File: src/rtl/merge_pass_ctrl.sv
// Sequencer for one merge pass: merges pair_count pairs of sorted runs from two
// first-word-fall-through FIFOs into one output FIFO, draining the leftover run.
module merge_pass_ctrl #(
  parameter int DATA_W = 32,
  parameter int LEN_W  = 16
) (
  input  logic              clk,
  input  logic              rst,
  input  logic              start,
  input  logic [LEN_W-1:0]  run_len,
  input  logic [LEN_W-1:0]  pair_count,
  input  logic [DATA_W-1:0] din_1,
  input  logic              valid_1,
  input  logic [DATA_W-1:0] din_2,
  input  logic              valid_2,
  input  logic              full,
  output logic [DATA_W-1:0] dout,
  output logic              enq,
  output logic              deq_1,
  output logic              deq_2,
  output logic              last,
  output logic              busy,
  output logic              done
);

  typedef enum logic [2:0] {
    S_IDLE    = 3'd0,
    S_MERGE   = 3'd1,
    S_DRAIN_1 = 3'd2,
    S_DRAIN_2 = 3'd3,
    S_DONE    = 3'd4
  } state_t;

  state_t             r_state;
  logic [LEN_W-1:0]   r_rem_1;
  logic [LEN_W-1:0]   r_rem_2;
  logic [LEN_W-1:0]   r_pairs_left;
  logic [LEN_W-1:0]   r_len_q;
  logic               r_busy;
  logic               r_done;

  logic               w_sel1;
  logic               w_xfer;
  logic               w_deq_1;
  logic               w_deq_2;
  logic               w_last;
  logic [DATA_W-1:0]  w_dout;

  // Transfer decode: ties select FIFO 2; rst blocks every handshake.
  always_comb begin
    w_sel1  = (din_1 < din_2);
    w_xfer  = 1'b0;
    w_deq_1 = 1'b0;
    w_deq_2 = 1'b0;
    w_last  = 1'b0;
    w_dout  = din_2;
    case (r_state)
      S_MERGE: begin
        w_xfer  = !rst && !full && valid_1 && valid_2;
        w_dout  = w_sel1 ? din_1 : din_2;
        w_deq_1 = w_xfer && w_sel1;
        w_deq_2 = w_xfer && !w_sel1;
      end
      S_DRAIN_1: begin
        w_xfer  = !rst && !full && valid_1;
        w_dout  = din_1;
        w_deq_1 = w_xfer;
        w_last  = w_xfer && (r_rem_1 == LEN_W'(1));
      end
      S_DRAIN_2: begin
        w_xfer  = !rst && !full && valid_2;
        w_dout  = din_2;
        w_deq_2 = w_xfer;
        w_last  = w_xfer && (r_rem_2 == LEN_W'(1));
      end
      default: begin
        w_xfer = 1'b0;
      end
    endcase
  end

  assign dout  = w_dout;
  assign enq   = w_xfer;
  assign deq_1 = w_deq_1;
  assign deq_2 = w_deq_2;
  assign last  = w_last;
  assign busy  = r_busy;
  assign done  = r_done;

  // Pass state machine with per-run counters and registered busy/done.
  always_ff @(posedge clk) begin
    if (rst) begin
      r_state      <= S_IDLE;
      r_rem_1      <= '0;
      r_rem_2      <= '0;
      r_pairs_left <= '0;
      r_len_q      <= '0;
      r_busy       <= 1'b0;
      r_done       <= 1'b0;
    end else begin
      case (r_state)
        S_IDLE: begin
          r_done <= 1'b0;
          if (start) begin
            r_len_q      <= run_len;
            r_pairs_left <= pair_count;
            if ((run_len == '0) || (pair_count == '0)) begin
              r_state <= S_DONE;
              r_done  <= 1'b1;
            end else begin
              r_rem_1 <= run_len;
              r_rem_2 <= run_len;
              r_state <= S_MERGE;
              r_busy  <= 1'b1;
            end
          end
        end
        S_MERGE: begin
          if (w_xfer && w_sel1) begin
            r_rem_1 <= r_rem_1 - LEN_W'(1);
            if (r_rem_1 == LEN_W'(1)) r_state <= S_DRAIN_2;
          end else if (w_xfer) begin
            r_rem_2 <= r_rem_2 - LEN_W'(1);
            if (r_rem_2 == LEN_W'(1)) r_state <= S_DRAIN_1;
          end
        end
        S_DRAIN_1, S_DRAIN_2: begin
          if (w_xfer) begin
            if (r_state == S_DRAIN_1) r_rem_1 <= r_rem_1 - LEN_W'(1);
            else                      r_rem_2 <= r_rem_2 - LEN_W'(1);
            // w_last marks the final element of this merged run
            if (w_last) begin
              r_pairs_left <= r_pairs_left - LEN_W'(1);
              if (r_pairs_left == LEN_W'(1)) begin
                r_state <= S_DONE;
                r_busy  <= 1'b0;
                r_done  <= 1'b1;
              end else begin
                r_rem_1 <= r_len_q;
                r_rem_2 <= r_len_q;
                r_state <= S_MERGE;
              end
            end
          end
        end
        S_DONE: begin
          r_done  <= 1'b0;
          r_busy  <= 1'b0;
          r_state <= S_IDLE;
        end
        default: begin
          r_state <= S_IDLE;
          r_busy  <= 1'b0;
          r_done  <= 1'b0;
        end
      endcase
    end
  end

endmodule

File: config.mk
export PLATFORM = sky130hd
export DESIGN_NAME = merge_pass_ctrl
export DESIGN_NICKNAME = d
export VERILOG_FILES = /design/src/rtl/merge_pass_ctrl.sv
export SDC_FILE = /design/constraint.sdc
export NUM_CORES = 1
export LEC_CHECK = 0
export CELL_PAD_IN_SITES_DETAIL_PLACEMENT = 1
export CELL_PAD_IN_SITES_GLOBAL_PLACEMENT = 1
export CORE_ASPECT_RATIO = 1.4
export CORE_UTILIZATION = 30
export DETAILED_ROUTE_END_ITERATION = 10
export PLACE_DENSITY = 0.83
export SLEW_MARGIN = 0
export SYNTH_ARGS = -nofsm -noshare
export SYNTH_HDL_FRONTEND = slang
export SYNTH_SLANG_ARGS = --single-unit
File: constraint.sdc
create_clock -name clk -period 2.6 [get_ports clk]
set_input_delay 0.26 -clock clk [delete_from_list [all_inputs] [get_ports clk]]
set_output_delay 0.26 -clock clk [all_outputs]
set_load 0.03 [all_outputs]
== After elaboration in Yosys (flattened, before gate mapping) ==
Cells that the tools add are included.
Storage, ports and cells
  register bits after elaboration: 69
  bits of input ports: 102
  output and inout port bits: 38
  word-level logic and storage cells: 102
Operators by class
  $add $sub $neg: 3
  order comparisons: 1
  equal/unequal tests: 17
  multiplexer cells: 47
  bitwise gates (word level): 1
  reduce and logical (&&, ||, !) cells: 26
Operator list (count)
  $mux W16: 16
  $pmux W16 S3: 2
  $pmux W32 S2: 1
  $eq A16 B1 Y1 const B: 3
  $sub A16 B1 Y16 const B: 3
  $logic_not A16 Y1: 2
  $lt A32 B32 Y1: 1
  $mux W32: 1
  $pmux W16 S2: 1
  $mux W3: 9
  $reduce_and A6 Y1: 3
  $ne A2 B2 Y1 const B: 8
  $mux W1: 10
  $logic_and A1 B1 Y1: 9
  $ne A3 B3 Y1 const B: 3
  $pmux W1 S3: 3
  $pmux W3 S3: 1
  $reduce_and A4 Y1: 2
  $eq A3 B2 Y1 const B: 2
  $pmux W1 S2: 3
  $reduce_and A5 Y1: 1
  $eq A3 B1 Y1 const B: 1
  $logic_not A1 Y1: 3
  $logic_not A3 Y1: 1
  other kinds (6): 6

== Longest topological paths before layout ==
  depth in word-level cells: 8
  gate-level depth with buffers: 10
  mapped depth without buffers: 9

== Least setup slack after synthesis ==
No wires, ideal clock.
  path type: input to output
  start: input din_2[15]
  end: output deq_2
  data arrival time: 2.426 ns
  data required time: 2.340 ns
  setup slack: -0.086 ns
  stages: 9
  buffers on the path: 0
  path through: inv_1 ha_1 nand4_1 nor3_1 o2111ai_1 a31o_2 nand2_1 a21oi_1 nor4_1
On the way
  longest elaborated chain between the ends: 4
Ends and longest elaborated chain
  start: declaration: RTL line 14  | input logic [DATA_W-1:0] din_2,
  $lt A32 B32 Y1: RTL line 51  | w_sel1 = (din_1 < din_2);
  $logic_not A1 Y1: RTL line 62  | w_deq_2 = w_xfer && !w_sel1;
  $logic_and A1 B1 Y1: RTL line 62
  $pmux W1 S2: RTL line 57  | case (r_state)
  end: declaration: RTL line 20  | output logic deq_2,
Every way passes these cells.

== Final worst setup path ==
  start: register r_rem_2[12]
  end: register r_rem_2[14]
On the way
  longest elaborated chain between the ends: 6
  elaborated cells on any way between the ends: 11
  classes of those cells: add/sub: 1; eq/ne: 1; mux: 8; reduce/logical: 1
Ends and longest elaborated chain
  start: declaration: RTL line 36  | logic [LEN_W-1:0] r_rem_2;
  start signal: assignment: RTL line 112  | r_rem_2 <= run_len;
  start signal: assignment: RTL line 123  | r_rem_2 <= r_rem_2 - LEN_W'(1);
  start signal: assignment: RTL line 130  | else r_rem_2 <= r_rem_2 - LEN_W'(1);
  $sub A16 B1 Y16 or $eq A16 B1 Y1 (tied branches): RTL line 123, 130, 74
  $mux W16 or $logic_and A1 B1 Y1 (tied branches): RTL line 129, 74
  $mux W16 or $pmux W1 S2 (tied branches): RTL line 134, 57
  $mux W16: RTL line 132  | if (w_last) begin
  $mux W16: RTL line 128  | if (w_xfer) begin
  $pmux W16 S3 (*): RTL line 101  | case (r_state)
Every way passes the cells marked *; elsewhere a longest branch is shown, timed or not. The select of a mux whose other input is x is not followed.
A chain may end at the register's enable or synchronous reset.

==> summary.txt <==
RUN
--------------------------------------------------------------------------------------
Number of violations of the max-capacitance limit                                    0

TIMING
--------------------------------------------------------------------------------------
Final critical path time including I/O delays and setup                        3290 ps
Number of setup violations in the final report                                      88
Final count of pins violating max slew                                               0
Worst clock skew                                                               16.4 ps
Headroom to the max-slew limit                                                   36.9%
Setup repair after global routing missed its margin                               true
Fmax                                                                           304 MHz
Transition time at the pin with the least slew margin                           939 ps
Number of hold violations in the final report                                        0
Fraction of the cycle the final worst path needs                                  127%
Final worst-path setup slack                                                   -693 ps

FLOORPLAN
--------------------------------------------------------------------------------------
Horizontal die dimension                                                        120 um
Starting Density                                                                 30.6%
Boundary Pins                                                                      140
Core Rows                                                                           60
Die ar.                                                                    20,200 um^2
Floorplan core area                                                        19,200 um^2
Height of the die                                                               168 um

GLOBAL ROUTING
--------------------------------------------------------------------------------------
GRT Util Overall                                                                 34.3%
Met1 usage in global routing                                                     34.2%
Most utilized layer in the global route result                                    met2
Global-route met3 utilization                                                    8.11%
Initial antenna violation count                                                      2
Global-route wire length before repair                                       52,200 um
Largest net degree at the start of global routing                                   58
Routing usage on met2                                                            60.9%
Vias in the first global route                                                   8,790
Global-route congestion overflow total                                               0

ROUTING
--------------------------------------------------------------------------------------
Number of remaining DRC errors                                                       0
Number of nets still failing antenna checks after routing                            0
Routed length per instance                                                     30.2 um
Router iterations before antenna repair                                              6
Number of DRC markers after the initial detailed-route iteration                   743
Via total after detailed routing                                                 8,595
Routed Wire Length                                                           39,100 um
Drt via density                                                                   6.63

SYNTH
--------------------------------------------------------------------------------------
Post-synth top area share                                                        23.5%
Mapped cell area                                                             5880 um^2
Sequential cell area fraction in the yosys report                                23.5%
Flip-flop and latch count after synthesis                                           69
Most used flip-flop cell after synthesis                                  sky130_fd_sc_hd__dfxtp_1
Net Count, Synth                                                                   924
Number of warnings printed during yosys synthesis                                    0
Largest area contributor in the synthesized netlist                       sky130_fd_sc_hd__dfxtp_1
Average cell area after synthesis                                            7.49 um^2
Proportion of synthesized flip-flops having asynchronous set or reset               0%
Number of enable-type register cells in the synthesized netlist                      0
Synth cell types                                                                    67
Syn Inst Count                                                                     785
Top area cells in the synthesized netlist                                 sky130_fd_sc_hd__dfxtp_1, sky130_fd_sc_hd__ha_1, sky130_fd_sc_hd__mux2_2

CLOCKING
--------------------------------------------------------------------------------------
Clk buf depth                                                                        2
Clock tree from TritonCTS                                                         done
Sink Count                                                                          69
Library cell used as clock root buffer                                    sky130_fd_sc_hd__clkbuf_16
Clock network latency to the later pin of the worst-skew pair                   360 ps
Clock transition at path regs                                                    80 ps
Hold_buf cts                                                                         0
H-tree Lvls                                                                          3
Cts bufs inserted                                                                    9

SETUP PATH
--------------------------------------------------------------------------------------
Signal arrival time at the worst endpoint                                      3480 ps
Count of buffer and inverter cells on the critical path                              2
Chain of cells forming the critical path                                  nor3_1, nand4_1, o22a_1, buf_4, o21ai_1, buf_4, a211oi_1, a211oi_1, a211oi_1
Most used cell, CP                                                        sky130_fd_sc_hd__a211oi_1
CP required                                                                    2790 ps
Maximum fanout along the worst path                                                  8
Critical Path Start Type                                                          flop
Startpoint-to-endpoint class of the critical path                         flop to flop
Endpoint type of the worst setup path                                             flop
Peak per-stage delay on the critical path                                       800 ps
Cell type of the slowest stage on the worst timing path                   sky130_fd_sc_hd__nor3_1
Top Family by Delay on Critical Path                                      simple AND/OR/NAND/NOR gates

FINAL LAYOUT
--------------------------------------------------------------------------------------
Ratio of cells with drive above 1 in the final layout                            42.9%
Area growth, synth to finish                                                     68.3%
Number of nets at the end of the flow                                            1,180
Non-filler cells in the finished layout                                          1,296

PLACEMENT
--------------------------------------------------------------------------------------
Count of input and output buffers                                                  139
Placed cell count                                                                1,240
Weighted congestion reported at the end of routability-driven placement          0.925
Sum of net half-perimeters after detailed placement                          19,700 um

MIN PATH
--------------------------------------------------------------------------------------
Type of the worst min-delay path                                          input port to flop

STATUS
--------------------------------------------------------------------------------------
Status                                                                    finished, violations left
Failing checks                                                            setup timing

POWER AND IR DROP
--------------------------------------------------------------------------------------
Maximum vdd drop                                                              0.324 mV
Internal power summed over all cells                                         0.00294 W
Net switching share of the total power                                           39.0%
Clock network fraction of design power                                           29.8%
Leakage component of the power                                                 3.92 nW
Total design power                                                           0.00483 W
Logic pwr share                                                                  43.9%
Sw Pwr                                                                       0.00188 W
Power per cell area                                                        488 nW/um^2
Power share of the sequential group                                              26.3%

cell usage after synthesis, drive strengths merged (11+ instances only):
library cell,instances
a211oi,27
a21oi,66
a22oi,15
a311oi,11
buf,18
clkbuf,30
dfxtp,69
ha,37
inv,45
mux2,32
nand2,95
nand3,17
nand4,14
nor2,58
nor3,31
nor4,24
o21ai,46
xnor2,14
power groups by stage:
stage               combinational, W  clock (W)  sequential, W
floorplan                   0.000859          0        0.00124
global placement             0.00147          0        0.00125
detailed placement           0.00153          0        0.00126
CTS                          0.00176    0.00140        0.00124
global route                 0.00219    0.00147        0.00127
finish                       0.00212    0.00144        0.00127
logic make-up after synthesis:
family	count (synthesis)	synth area share, %
adder cells (fa/ha/maj)	37	7.87
buffers and inverters	93	6.47
AO/OA/AOI/OAI	239	27.4
XOR/XNOR	22	3.28
multiplexers	32	6.13
flip-flops	69	23.5
AND/OR/NAND/NOR	293	25.4
state kept, by name, indices dropped and copies added (netlist names):
name and cells:
r_len_q 16, busy 1, r_state 3, r_pairs_left 16, done 1, r_rem_2 16, r_rem_1 16
stage by stage:
step	cell area, um^2	hold slack [ps]	utilization (%)	worst slack (ps)	setup TNS (ps)
floorplan	5890	396	-	-0.608	-18.2
global placement	8250	443	42.9	-597	-29590
detailed placement	8250	453	42.9	-765	-37400
CTS	9430	408	49.1	-86.7	-1910
global route	9890	469	51.5	-648	-44560
finish	9890	454	51.5	-693	-44330
path summary, 6_finish.rpt:
kind / slack (ps) / end / cells after the start / startpoint
max: -690 / r_rem_2[14] / 9 / r_rem_2[12]
min: 450 / r_len_q[10] / 3 / rst
max reg2reg: -690 / r_rem_2[14] / 9 / r_rem_2[12]
min reg2reg: 460 / r_len_q[0] / 2 / r_len_q[0]
placed cells by master (no fill, tap or decap), types with 8 or more instances in the layout:
cell type / count
sky130_fd_sc_hd__a221oi_1: 8
sky130_fd_sc_hd__o21ai_1: 13
sky130_fd_sc_hd__buf_6: 55
sky130_fd_sc_hd__a21oi_2: 10
sky130_fd_sc_hd__ha_4: 26
sky130_fd_sc_hd__nor4_1: 20
sky130_fd_sc_hd__mux2_4: 20
sky130_fd_sc_hd__nand4_1: 13
sky130_fd_sc_hd__nor3_1: 30
sky130_fd_sc_hd__buf_4: 137
sky130_fd_sc_hd__clkdlybuf4s50_1: 40
sky130_fd_sc_hd__nor2_1: 47
sky130_fd_sc_hd__buf_12: 9
sky130_fd_sc_hd__o21ai_0: 25
sky130_fd_sc_hd__buf_2: 23
sky130_fd_sc_hd__a22oi_1: 14
sky130_fd_sc_hd__clkbuf_16: 12
sky130_fd_sc_hd__and2_1: 8
sky130_fd_sc_hd__a31oi_1: 8
sky130_fd_sc_hd__inv_1: 16
sky130_fd_sc_hd__nand3_1: 16
sky130_fd_sc_hd__a211oi_1: 23
sky130_fd_sc_hd__nand2_1: 86
sky130_fd_sc_hd__xnor2_1: 14
sky130_fd_sc_hd__inv_2: 22
sky130_fd_sc_hd__nor2_2: 8
sky130_fd_sc_hd__a21oi_1: 51
sky130_fd_sc_hd__mux2_2: 12
sky130_fd_sc_hd__xor2_1: 8
sky130_fd_sc_hd__dfxtp_1: 67
timing repair:
item                       CTS  global route
setup buffers               29            16
cloned                       2             4
setup endpoints to repair   67            86
resized for setup          387           120
pin swaps                   45            32
worst reg2reg max path: cells and delay by family, from the launching register on:
| family | cells | cell delay [ps] |
|---|---|---|
| simple gates | 2 | 1220 |
| buf+inv | 2 | 370 |
| flops | 1 | 410 |
| compound gates | 5 | 1120 |
layer usage:
layer	wire length (um)	part of all wire, %
met5	0	0
met4	4240	11
met3	3780	9.7
met2	18500	47
met1	12500	32
area by class of cell:
| class | count | area [um^2] |
|---|---|---|
| antenna | 2 | 5.00 |
| clock buffer | 9 | 225 |
| clock inverter | 7 | 98.8 |
| fill | 2241 | 9320 |
| inverter | 45 | 196 |
| multi-input combinational | 623 | 4990 |
| sequential | 69 | 1380 |
| tap | 248 | 310 |
| timing repair buffer | 293 | 2690 |
(Power assumes the default switching activity.)
